--- src/rtl/playback_ctrl_if.sv ---
// Button, counter-feedback and control bundle between the playback sequencer and the counter side.
// Purely combinational wiring; it adds no latency.
// There is no flow control: every signal is a level or a single-cycle pulse.
interface playback_ctrl_if;
  logic       tick_1hz;
  logic       btn_play;
  logic       btn_skip;
  logic       btn_stop;
  logic [5:0] cur_mins;
  logic [5:0] cur_secs;
  logic       ss;
  logic       ispaused;
  logic       ctr_rst;
  logic       song_done;
  logic [1:0] state;

  // Sequencer side: consumes buttons and counter time, drives counter control
  modport master (
    input  tick_1hz, btn_play, btn_skip, btn_stop, cur_mins, cur_secs,
    output ss, ispaused, ctr_rst, song_done, state
  );

  // Debouncer/counter side: the mirror image
  modport slave (
    output tick_1hz, btn_play, btn_skip, btn_stop, cur_mins, cur_secs,
    input  ss, ispaused, ctr_rst, song_done, state
  );
endinterface

--- src/rtl/playback_ctrl.sv ---
// Playback sequencer: turns button pulses into song select, pause and counter clear; auto-advances at end of song.
// Latency: every output is registered and responds on the clk edge after the triggering input cycle.
// No backpressure; buttons are single-cycle pulses. Build option LOOP_EN loops back to song 0 after song 1 instead of stopping.
module playback_ctrl #(
  parameter int LEN0_MIN = 3,
  parameter int LEN0_SEC = 20,
  parameter int LEN1_MIN = 2,
  parameter int LEN1_SEC = 45
) (
  input logic             clk,
  input logic             RESET,
  playback_ctrl_if.master bus
);

  typedef enum logic [1:0] {
    STOP   = 2'b00,
    PLAY   = 2'b01,
    PAUSE  = 2'b10,
    CHANGE = 2'b11
  } state_t;

  // Song lengths as {minutes, seconds}; with both fields below 60 this orders like real time
  localparam logic [11:0] END0 = {6'(LEN0_MIN), 6'(LEN0_SEC)};
  localparam logic [11:0] END1 = {6'(LEN1_MIN), 6'(LEN1_SEC)};

  state_t st;
  logic   ss_q;
  logic   ispaused_q;
  logic   ctr_rst_q;
  logic   song_done_q;
  logic   song_end;

  // End of song is only meaningful while playing; stale counter values elsewhere are ignored
  always_comb begin
    song_end = 1'b0;
    if (st == PLAY)
      song_end = ({bus.cur_mins, bus.cur_secs} >= (ss_q ? END1 : END0));
  end

  // Sequencer FSM; stop > skip > play, and any button beats end-of-song detection in the same cycle.
  // ctr_rst is requested as ~ctr_rst_q so a clear can never stretch over two consecutive cycles.
  always_ff @(posedge clk or posedge RESET) begin
    if (RESET) begin
      st          <= STOP;
      ss_q        <= 1'b0;
      ispaused_q  <= 1'b1;
      ctr_rst_q   <= 1'b0;
      song_done_q <= 1'b0;
    end else begin
      ctr_rst_q   <= 1'b0;
      song_done_q <= 1'b0;
      if (bus.btn_stop) begin
        st         <= STOP;
        ss_q       <= 1'b0;
        ispaused_q <= 1'b1;
        ctr_rst_q  <= ~ctr_rst_q;
      end else begin
        case (st)
          STOP: begin
            if (bus.btn_skip) begin
              ss_q      <= ~ss_q;
              ctr_rst_q <= ~ctr_rst_q;
            end else if (bus.btn_play) begin
              st         <= PLAY;
              ispaused_q <= 1'b0;
            end
          end
          PLAY: begin
            if (bus.btn_skip) begin
              ss_q       <= ~ss_q;
              st         <= CHANGE;
              ispaused_q <= 1'b1;
            end else if (bus.btn_play) begin
              st         <= PAUSE;
              ispaused_q <= 1'b1;
            end else if (song_end) begin
              song_done_q <= 1'b1;
              ispaused_q  <= 1'b1;
              if (!ss_q) begin
                ss_q <= 1'b1;
                st   <= CHANGE;
              end else begin
                ss_q      <= 1'b0;
                ctr_rst_q <= ~ctr_rst_q;
`ifdef LOOP_EN
                st        <= CHANGE;
`else
                st        <= STOP;
`endif
              end
            end
          end
          PAUSE: begin
            if (bus.btn_skip) begin
              ss_q <= ~ss_q;
              st   <= CHANGE;
            end else if (bus.btn_play) begin
              st         <= PLAY;
              ispaused_q <= 1'b0;
            end
          end
          CHANGE: begin
            // Hold paused until the counter's next 1 Hz boundary so the new song starts on a whole second
            if (bus.btn_skip) begin
              ss_q <= ~ss_q;
            end else if (bus.tick_1hz) begin
              st         <= PLAY;
              ispaused_q <= 1'b0;
            end
          end
          default: begin
            st         <= STOP;
            ispaused_q <= 1'b1;
          end
        endcase
      end
    end
  end

  assign bus.ss        = ss_q;
  assign bus.ispaused  = ispaused_q;
  assign bus.ctr_rst   = ctr_rst_q;
  assign bus.song_done = song_done_q;
  assign bus.state     = st;

endmodule

--- src/flat_wrapper.sv ---
// flat-port wrapper written by rule: the top's interface ports become plain ports
module playback_ctrl_flat 
#(
  parameter int LEN0_MIN = 3,
  parameter int LEN0_SEC = 20,
  parameter int LEN1_MIN = 2,
  parameter int LEN1_SEC = 45
)
  (clk, RESET, bus_tick_1hz, bus_btn_play, bus_btn_skip, bus_btn_stop, bus_cur_mins, bus_cur_secs, bus_ss, bus_ispaused, bus_ctr_rst, bus_song_done, bus_state);
  playback_ctrl_if bus_i ();
  input logic clk;
  input logic RESET;
  input wire logic [$bits(bus_i.tick_1hz)-1:0] bus_tick_1hz;
  input wire logic [$bits(bus_i.btn_play)-1:0] bus_btn_play;
  input wire logic [$bits(bus_i.btn_skip)-1:0] bus_btn_skip;
  input wire logic [$bits(bus_i.btn_stop)-1:0] bus_btn_stop;
  input wire logic [$bits(bus_i.cur_mins)-1:0] bus_cur_mins;
  input wire logic [$bits(bus_i.cur_secs)-1:0] bus_cur_secs;
  output wire logic [$bits(bus_i.ss)-1:0] bus_ss;
  output wire logic [$bits(bus_i.ispaused)-1:0] bus_ispaused;
  output wire logic [$bits(bus_i.ctr_rst)-1:0] bus_ctr_rst;
  output wire logic [$bits(bus_i.song_done)-1:0] bus_song_done;
  output wire logic [$bits(bus_i.state)-1:0] bus_state;
  assign bus_i.tick_1hz = bus_tick_1hz;
  assign bus_i.btn_play = bus_btn_play;
  assign bus_i.btn_skip = bus_btn_skip;
  assign bus_i.btn_stop = bus_btn_stop;
  assign bus_i.cur_mins = bus_cur_mins;
  assign bus_i.cur_secs = bus_cur_secs;
  assign bus_ss = bus_i.ss;
  assign bus_ispaused = bus_i.ispaused;
  assign bus_ctr_rst = bus_i.ctr_rst;
  assign bus_song_done = bus_i.song_done;
  assign bus_state = bus_i.state;
  playback_ctrl #(.LEN0_MIN(LEN0_MIN), .LEN0_SEC(LEN0_SEC), .LEN1_MIN(LEN1_MIN), .LEN1_SEC(LEN1_SEC)) u_core (.clk(clk), .RESET(RESET), .bus(bus_i));
endmodule
--- config.mk ---
export PLATFORM = sky130hd
export DESIGN_NAME = playback_ctrl_flat
export DESIGN_NICKNAME = d
export VERILOG_FILES = /design/src/rtl/playback_ctrl_if.sv /design/src/rtl/playback_ctrl.sv /design/src/flat_wrapper.sv
export SDC_FILE = /design/constraint.sdc
export NUM_CORES = 1
export LEC_CHECK = 0
export ABC_AREA = 1
export BUFFER_PORTS_ARGS = -buffer_cell sky130_fd_sc_hd__buf_4
export CAP_MARGIN = 5
export CORE_MARGIN = 4
export CORE_UTILIZATION = 25
export CTS_CLUSTER_SIZE = 28
export DETAILED_ROUTE_END_ITERATION = 6
export PLACE_DENSITY_LB_ADDON = 0.12
export SLEW_MARGIN = 25
export SYNTH_ARGS = -nofsm -noshare
export SYNTH_HDL_FRONTEND = slang
export SYNTH_SLANG_ARGS = --single-unit
--- constraint.sdc ---
create_clock -name clk -period 2 [get_ports clk]
set_input_delay 0.1 -clock clk [delete_from_list [all_inputs] [get_ports clk]]
set_output_delay 0.1 -clock clk [all_outputs]
set_load 0.05 [all_outputs]
==> impl_metrics.ini, run 1 <==
[worst_setup_path]
critPathLaunchType = register
max_stage_delay_ns = 0.48
regToRegSetupSlack_ns = 0.31
crit_family = simple AND/OR/NAND/NOR gates
path_max_fanout = 8
crit_top_cell = nand2_1
startpoint = u_core.bus.ss
crit_type = reg -> reg
crit_arrival_ns = 1.83
crit_path_end_kind = register
reg2regPathDepth = 10
required_ns = 2.13
worst-path-buf-inv = 1
critPathSlowestCell = dfrtp_1
rr_startpoint = u_core.bus.ss
path_cells = inv_1 > ha_1 > a21oi_1 > nor2_1 > nor2_4 > nand2_2 > nand3_1 > nand2_1 > nand2_1 > nand2_1
path_depth = 10
crit_end = u_core.bus.ctr_rst
r2r-end = u_core.bus.ctr_rst

[floorplanning]
die_h_um = 55.9
start_util = 0.262
core_area_um2 = 2190
io_pins = 24
dieArea_um2 = 3130
die_w_um = 55.9
fp-row-count = 17

[clocking]
worstSkewPairLatency_ns = 0.26
cts_buffers = 3
clock_path_buffers = 2
clkTransAtPathRegs_ns = 0.06
cts_sinks = 6
cts_tree = done
root_buffer = clkbuf_4
post_cts_buffers = 0
h-tree-depth = 1

[finish]
stdcell_count = 140
area_delta_synth_final_pct = 42.5
nFillCells = 243
mostFrequentLayoutCells = buf_4, nand2_1, inv_1, nor2_1
layout-drive-gt1-share = 0.375
nNetsFinal = 136
fin_util = 0.374
final_common_cell = buf_4
design_area_um2 = 818
regArea_um2 = 151
multi_input_area_um2 = 364
diodes = 0

[power]
ir_drop_mv = 0.332
p_comb_frac = 0.472
p_int_mw = 0.322
pwr-share-seq = 0.303
power.share.clock = 0.226
p_leak_nw = 0.435
power_mw = 0.566
p_per_area_nw_per_um2 = 691
p_sw_mw = 0.244
swShare = 0.431

[timing]
setup_slack_ns = 0.306
hold_viol_final = 0
fin_crit_sh = 0.847
tns_ns = 0
setup_viol = 0
worst_pin_slew_ns = 0.265
hold_ws_ns = 0.153
layout_min_cycle_time_ns = 1.69
skew_ns = 0.0150
slew_headroom = 0.822
rsz0062_at_grt = no
drv_slew = 0
fmax_ghz = 0.590

[routing]
drt_iter0_drc = 12
drcViolationCount = 0
drt_first_pass_iters = 4
drtAntennaViolNets = 0
wl_um = 1300
post_drt_wl_per_cell_um = 9.26
viasPerCell = 4.34
via_count = 608

[place]
post_dp_cell_area_um2 = 782
dp_cells = 135
dp_slack_ns = 0.330
gp_congestion = 0.808
hpwlAfterDp_um = 1120
io_buffers = 23

[logic_synthesis]
syn-num-nets = 107
synth_top_area_frac = 0.218
synth.avg_cell_area_um2 = 6.84
synth_warnings = 0
seq_area_frac_synth = 0.264
ys_ff_latch = 6
syn_area_um2 = 574
synth.area.top_cells = dfrtp_1, nand2_1, ha_1
yosysTopAreaCell = dfrtp_1
synth_cell_types = 22
syn_inst = 84

[grt]
grt_antenna_before_repair = 0
grtUsageTotal = 0.0909
grt_pass1_wl_um = 2320
grt_pass1_vias = 577
grt_max_degree = 9
gr-total-overflow = 0

[run_status]
outcome = complete, no violations

[worst_hold_path]
min_path_type = in -> reg

[job]
cap_violations = 0
-- final cells by class --
| type | count | share of cell area |
|---|---|---|
| multi-input cells | 63 | 0.445 |
| repair buffers | 24 | 0.223 |
| flip-flops and latches | 6 | 0.185 |
| inverters | 15 | 0.0719 |
| well taps | 28 | 0.0428 |
| clock buffers | 4 | 0.0321 |
-- metal layers --
metal | up-vias | track usage | wire length [um]
li1 | 326 | - | -
met1 | 255 | 0.113 | 584
met4 | 0 | 0.0305 | 21
met2 | 23 | 0.142 | 570
met5 | - | 0 | 0
met3 | 4 | 0.0371 | 121
-- registers in the layout (all words and copies together), names as in the netlist --
register	flops
u_core.bus.state	2
u_core.bus.ispaused	1
u_core.bus.ss	1
u_core.bus.song_done	1
u_core.bus.ctr_rst	1
-- worst register-to-register path: cells and delay by family, from the launching register on --
family,cells,cell delay (ns)
AOI/OAI and AO/OA,1,0.13
adders and majority gates,1,0.32
buffers and inverters,1,0.13
DFF,1,0.48
and+or+nand+nor,7,0.51
-- worst min-delay path by stage --
stage	from	endpoint	cells past startpoint
3_3_place_gp	RESET	u_core.bus.song_done	2
6_report	bus_btn_stop	u_core.bus.ss	4
2_1_floorplan	RESET	u_core.bus.ctr_rst	1
4_1_cts	bus_btn_stop	u_core.bus.ss	4
3_5_place_dp	RESET	u_core.bus.song_done	2
5_1_grt	bus_btn_stop	u_core.bus.ss	4
-- cell usage after synthesis, drive strengths merged --
cell     n
ha       5
nand3    7
nand4    2
nor2    12
a21oi    4
nor3     1
nand2   23
dfrtp    5
a31oi    1
or2      1
o21ai    6
dfstp    1
inv     15
nand3b   1
-- power by group through the flow --
stage	combinational (mW)	sequential (mW)	clock, mW
2_1_floorplan	0.110	0.244	0
6_report	0.267	0.171	0.128
4_1_cts	0.270	0.172	0.133
3_3_place_gp	0.271	0.174	0
3_5_place_dp	0.268	0.174	0
5_1_grt	0.297	0.176	0.139
-- kinds of logic after synthesis --
| group | share of synthesized area |
|---|---|
| DFF | 0.264 |
| adders and majority gates | 0.109 |
| AOI/OAI and AO/OA | 0.111 |
| and+or+nand+nor | 0.414 |
| buffers and inverters | 0.102 |
-- timing repair --
action	CTS	global route
resized for setup	0	0
hold buffers	1	0
setup endpoints to repair	0	0
hold endpoints to repair	5	0
No activity file was read; power rests on OpenSTA's default activity.
==> inputs of run 2 (changes only) <==
- ABC_AREA: 1 -> 0
- clock period: 2 -> 1.65 ns (I/O delays scaled with it)
==> run 2 against run 1 <==
  * The flow now finishes with violations (negative setup slack)
  * Worst hold slack got worse by 0.090 ns
  * Synthesized area fell by 9.4%
  * Largest cell class unchanged
  * Cell area up 8.1%
  * Combinational power is 11% higher
  * Critical path type unchanged
==> impl_metrics.ini, run 2 <==
[routing]
drt_iter0_drc = 8
via_count = 573
drt_first_pass_iters = 4
drcViolationCount = 0
viasPerCell = 4.78
wl_um = 1380
post_drt_wl_per_cell_um = 11.5
drtAntennaViolNets = 0

[floorplanning]
dieArea_um2 = 2880
io_pins = 24
core_area_um2 = 1960
die_w_um = 53.6
start_util = 0.265
die_h_um = 53.6
fp-row-count = 16

[job]
cap_violations = 0

[finish]
regArea_um2 = 155
mostFrequentLayoutCells = buf_4, nor2_1, inv_1
final_common_cell = buf_4
largest_register_ffs = 2
diodes = 0
multi_input_area_um2 = 405
nNetsFinal = 117
nFillCells = 209
layout-drive-gt1-share = 0.527
area_delta_synth_final_pct = 70.0

[timing]
hold_viol_final = 0
skew_ns = 0.00881
slew_headroom = 0.817
worst_pin_slew_ns = 0.271
rsz0062_at_grt = yes
hold_ws_ns = 0.0626
setup_slack_ns = -0.166
tns_ns = -0.461
fmax_ghz = 0.551
layout_min_cycle_time_ns = 1.82
fin_crit_sh = 1.10
setup_viol = 5
drv_slew = 0

[clocking]
clkTransAtPathRegs_ns = 0.05
cts_sinks = 6
clock_path_buffers = 2
h-tree-depth = 1
worstSkewPairLatency_ns = 0.25
root_buffer = clkbuf_4
cts_buffers = 3
cts_tree = done

[grt]
grt_antenna_before_repair = 0
grt_max_degree = 9
grt_pass1_vias = 552
grtUsageTotal = 0.112
gr-total-overflow = 0
grt_pass1_wl_um = 2300

[logic_synthesis]
syn-num-nets = 81
ys_ff_latch = 6
synth_compound_area_frac = 0.228
synth-main-ff-cell = dfrtp_1
synth_fa_ha_area_frac = 0.120
syn_area_um2 = 520
synth.avg_cell_area_um2 = 8.97
synth.area.mux_share = 0.0433
synth_top_area_frac = 0.240
synth-simple-area-share = 0.267
async_flop_share = 1.00
synth_top_family_by_area = simple AND/OR/NAND/NOR gates
yosysTopAreaCell = dfrtp_1
synth_warnings = 0
synth_edf_count = 0
synth-xor-area-share = 0
syn_inst = 58
ys_top_cells_by_count = inv_1, nor2_1, dfrtp_1, ha_1, a21oi_1
synth_cell_types = 31
synth.area.top_cells = dfrtp_1, ha_1, dfstp_2
seq_area_frac_synth = 0.291

[worst_hold_path]
min_path_type = in -> reg

[place]
dp_slack_ns = -0.199
hpwlAfterDp_um = 1130
gp_congestion = 0.761
io_buffers = 23

[worst_setup_path]
crit_type = reg -> reg
path_max_fanout = 7
crit_arrival_ns = 1.95
crit_path_end_kind = register
critPathLaunchType = register
required_ns = 1.79

[power]
ir_drop_mv = 0.493
p_leak_nw = 0.397
p_per_area_nw_per_um2 = 718

[run_status]
violations = negative setup slack
outcome = complete, but fails checks
## run 2: cell types whose count changed after synthesis, moves of 2 or more
cell and change:
inv_1 -4, inv_2 -3, nand2_1 -17, nand2_2 -4
nand3_1 -5, nand3_2 -2, nor2_1 -4, nor3_1 +2
o21ai_0 -2
## run 2: final timing paths
kind	startpoint	endpoint	slack [ns]	cells past startpoint
worst min-delay path	bus_btn_stop	u_core.bus.state[0]	0.06	2
max in group asynchronous	RESET	u_core.bus.ispaused	1.08	3
min in group asynchronous	RESET	u_core.bus.ctr_rst	0.30	3
worst max register to register	u_core.bus.ss	u_core.bus.ss	-0.17	6
worst min register to register	u_core.bus.ctr_rst	u_core.bus.ctr_rst	0.50	2
worst max-delay path	u_core.bus.ss	u_core.bus.ss	-0.17	6
## run 2: final cells by class
cell class / count / area share
multi-input combinational: 45 / 0.458
timing repair buffer: 31 / 0.266
sequential: 6 / 0.175
tap: 27 / 0.0382
inverter: 7 / 0.0325
clock buffer: 4 / 0.0297
## run 2: cells by family (layout without fill, tap and decap cells)
kind of cell,after synthesis,after routing
AOI/OAI and AO/OA,16,16
buffers and inverters,7,42
and+or+nand+nor,22,22
adders and majority gates,5,5
DFF,6,6
muxes,2,2
## run 2: per-layer routing
metal,routed length [um],share of wire,vias up,track usage
met5,0,0,-,0
met4,12,0.0087,0,0.0340
met3,99,0.072,2,0.0526
met2,721,0.52,22,0.186
met1,543,0.39,263,0.127
li1,-,-,286,-
## run 2: what timing repair did
action                                 in CTS  in global routing
pin swaps                                   2                  3
setup endpoints to repair                   5                  6
gates resized for setup                     1                  2
setup buffers                               1                  1
endpoints found under the hold margin       6                  0
hold buffers                                1                  0
## run 2: per-stage QoR
| stage | util | std cells | total power [mW] | area (um^2) |
|---|---|---|---|---|
| 6_report | 0.451 | 120 | 0.636 | 885 |
| 5_1_grt | 0.451 | 120 | 0.683 | 885 |
| 4_1_cts | 0.439 | 119 | 0.636 | 862 |
| 3_5_place_dp | 0.415 | 113 | 0.475 | 815 |
| 3_3_place_gp | 0.415 | 113 | 0.473 | 815 |
| 2_1_floorplan | - | 58 | 0.360 | 571 |
## run 2: power by group
| group | switching [mW] | total, mW | leakage [nW] | internal, mW |
|---|---|---|---|---|
| logic | 0.160 | 0.296 | 0.308 | 0.136 |
| clock network | 0.0585 | 0.150 | 0.0150 | 0.0919 |
| registers | 0.0200 | 0.190 | 0.0742 | 0.170 |
## run 2: worst max-delay path: stages, from the launching register on
cell and delay, ns:
dfrtp_4 0.54, inv_4 0.10, ha_4 0.20, a21oi_2 0.12, o211ai_2 0.13, a221oi_2 0.27, mux2_1 0.34
==> inputs of run 3 (changes only) <==
- HOLD_SLACK_MARGIN: default -> 0.15
==> run 3 against run 2 <==
  * The run still ends with negative setup slack left
  * Total power is 0.43% higher
  * Register-to-register slack barely moved
  * Global-route usage is 0.17 points higher
  * Setup slack about the same
  * Via count rose by 1.4%
  * First-iteration DRC count increased by 25%
  * Sequential share of layout area decreased by 0.20 points
  * Sequential power hardly changed
  * Critical endpoint unchanged
==> impl_metrics.ini, run 3 (synthesized netlist as in run 2, its figures left out) <==
[worst_setup_path]
crit_arrival_ns = 1.95
max_stage_delay_ns = 0.54
crit_path_end_kind = register
reg2regPathDepth = 6
worst-path-buf-inv = 1
r2r-end = u_core.bus.ss
rr_startpoint = u_core.bus.ss
regToRegSetupSlack_ns = -0.17
critPathSlowestCell = dfrtp_4
path_cells = inv_4 > ha_4 > a21oi_2 > o211ai_2 > a221oi_2 > mux2_1
required_ns = 1.79
crit_type = reg -> reg
crit_family = flip-flops
path_max_fanout = 7
critPathLaunchType = register
startpoint = u_core.bus.ss

[clocking]
root_buffer = clkbuf_4
cts_buffers = 3
cts_sinks = 6
h-tree-depth = 1
clkTransAtPathRegs_ns = 0.05
cts_tree = done
worstSkewPairLatency_ns = 0.25
clock_path_buffers = 2

[grt]
grt_max_degree = 9
grt_antenna_before_repair = 0
grt_pass1_vias = 557
gr-total-overflow = 0
grt_pass1_wl_um = 2340
grtUsageTotal = 0.114

[routing]
post_drt_wl_per_cell_um = 11.6
via_count = 581
wl_um = 1410
drcViolationCount = 0
drtAntennaViolNets = 0
drt_first_pass_iters = 4
viasPerCell = 4.80
drt_iter0_drc = 10

[worst_hold_path]
hold_end = u_core.bus.ctr_rst
min_from = bus_btn_play
min_path_type = in -> reg
hold_depth = 4

[finish]
design_area_um2 = 895
largest_register_ffs = 2
layout-drive-gt1-share = 0.521
diodes = 0
final_common_cell = buf_4
area_delta_synth_final_pct = 71.9
mostFrequentLayoutCells = buf_4, nor2_1, inv_1
nFillCells = 206
nNetsFinal = 118

[floorplanning]
die_w_um = 53.6
io_pins = 24
die_h_um = 53.6
start_util = 0.265
core_area_um2 = 1960
dieArea_um2 = 2880
fp-row-count = 16

[timing]
skew_ns = 0.00890
fin_crit_sh = 1.10
rsz0062_at_grt = yes
slew_headroom = 0.817
worst_pin_slew_ns = 0.271
hold_viol_final = 0
drv_slew = 0
hold_ws_ns = 0.186
setup_slack_ns = -0.167
layout_min_cycle_time_ns = 1.82
setup_viol = 5
fmax_ghz = 0.550

[power]
p_per_area_nw_per_um2 = 714
ir_drop_mv = 0.495
p_leak_nw = 0.401

[run_status]
outcome = complete, but fails checks
violations = negative setup slack

[place]
post_dp_cell_area_um2 = 815
io_buffers = 23
gp_congestion = 0.761
hpwlAfterDp_um = 1130

[job]
cap_violations = 0
==> run 3: cell count changes in the layout (fill, tap and decap cells not counted), sizes merged <==
| cell | previous run | this run |
|---|---|---|
| dlygate4sd3 | 1 | 2 |
==> run 3: worst min-delay path: stages <==
cell and delay (ns):
buf_4 0.12, nor4_1 0.05, o21ai_0 0.06, a31oi_1 0.09
==> run 3: how the worst max path moves through the flow <==
stage	end	slack (ns)	cells past startpoint
global placement	u_core.bus.ss	-0.18	6
global route	u_core.bus.ss	-0.23	6
finish	u_core.bus.ss	-0.17	6
floorplan	u_core.bus.ss	-0.21	5
detailed placement	u_core.bus.ss	-0.20	5
CTS	u_core.bus.ss	-0.18	5
==> run 3: area by class of cell <==
cell class / instances / area (um^2) / share of cell area
timing repair buffer: 32 / 245 / 0.274
clock buffer: 4 / 26.3 / 0.0294
multi-input combinational: 45 / 405 / 0.453
sequential: 6 / 155 / 0.173
inverter: 7 / 28.8 / 0.0322
tap: 27 / 33.8 / 0.0378
==> run 3: power by group <==
part | switching [mW] | total (mW) | internal (mW) | leakage (nW)
combinational | 0.161 | 0.298 | 0.137 | 0.312
clock | 0.0587 | 0.151 | 0.0919 | 0.0150
sequential | 0.0199 | 0.190 | 0.170 | 0.0742
total | 0.240 | 0.638 | 0.399 | 0.401
==> run 3: through the flow <==
step / cells / TNS [ns] / worst slack (ns) / power, mW / util
global route: 121 / -0.844 / -0.233 / 0.685 / 0.456
detailed placement: 113 / -0.518 / -0.199 / 0.475 / 0.415
CTS: 120 / -0.528 / -0.180 / 0.638 / 0.445
global placement: 113 / -0.587 / -0.178 / 0.473 / 0.415
floorplan: 58 / -0.500 / -0.207 / 0.360 / -
finish: 121 / -0.470 / -0.167 / 0.638 / 0.456
==> run 3: layer usage <==
| layer | up-vias | wire (um) | GRT usage |
|---|---|---|---|
| met3 | 2 | 101 | 0.0526 |
| met4 | 0 | 12 | 0.0340 |
| met1 | 267 | 557 | 0.129 |
| li1 | 288 | - | - |
| met5 | - | 0 | 0 |
| met2 | 24 | 733 | 0.190 |
==> run 3: timing repair <==
item                       4_1_cts  5_1_grt
pin swaps                        2        3
buffers inserted                 1        1
hold endpoints to repair         7        0
resized for setup                1        2
setup endpoints to repair        5        6
hold buffers                     2        0
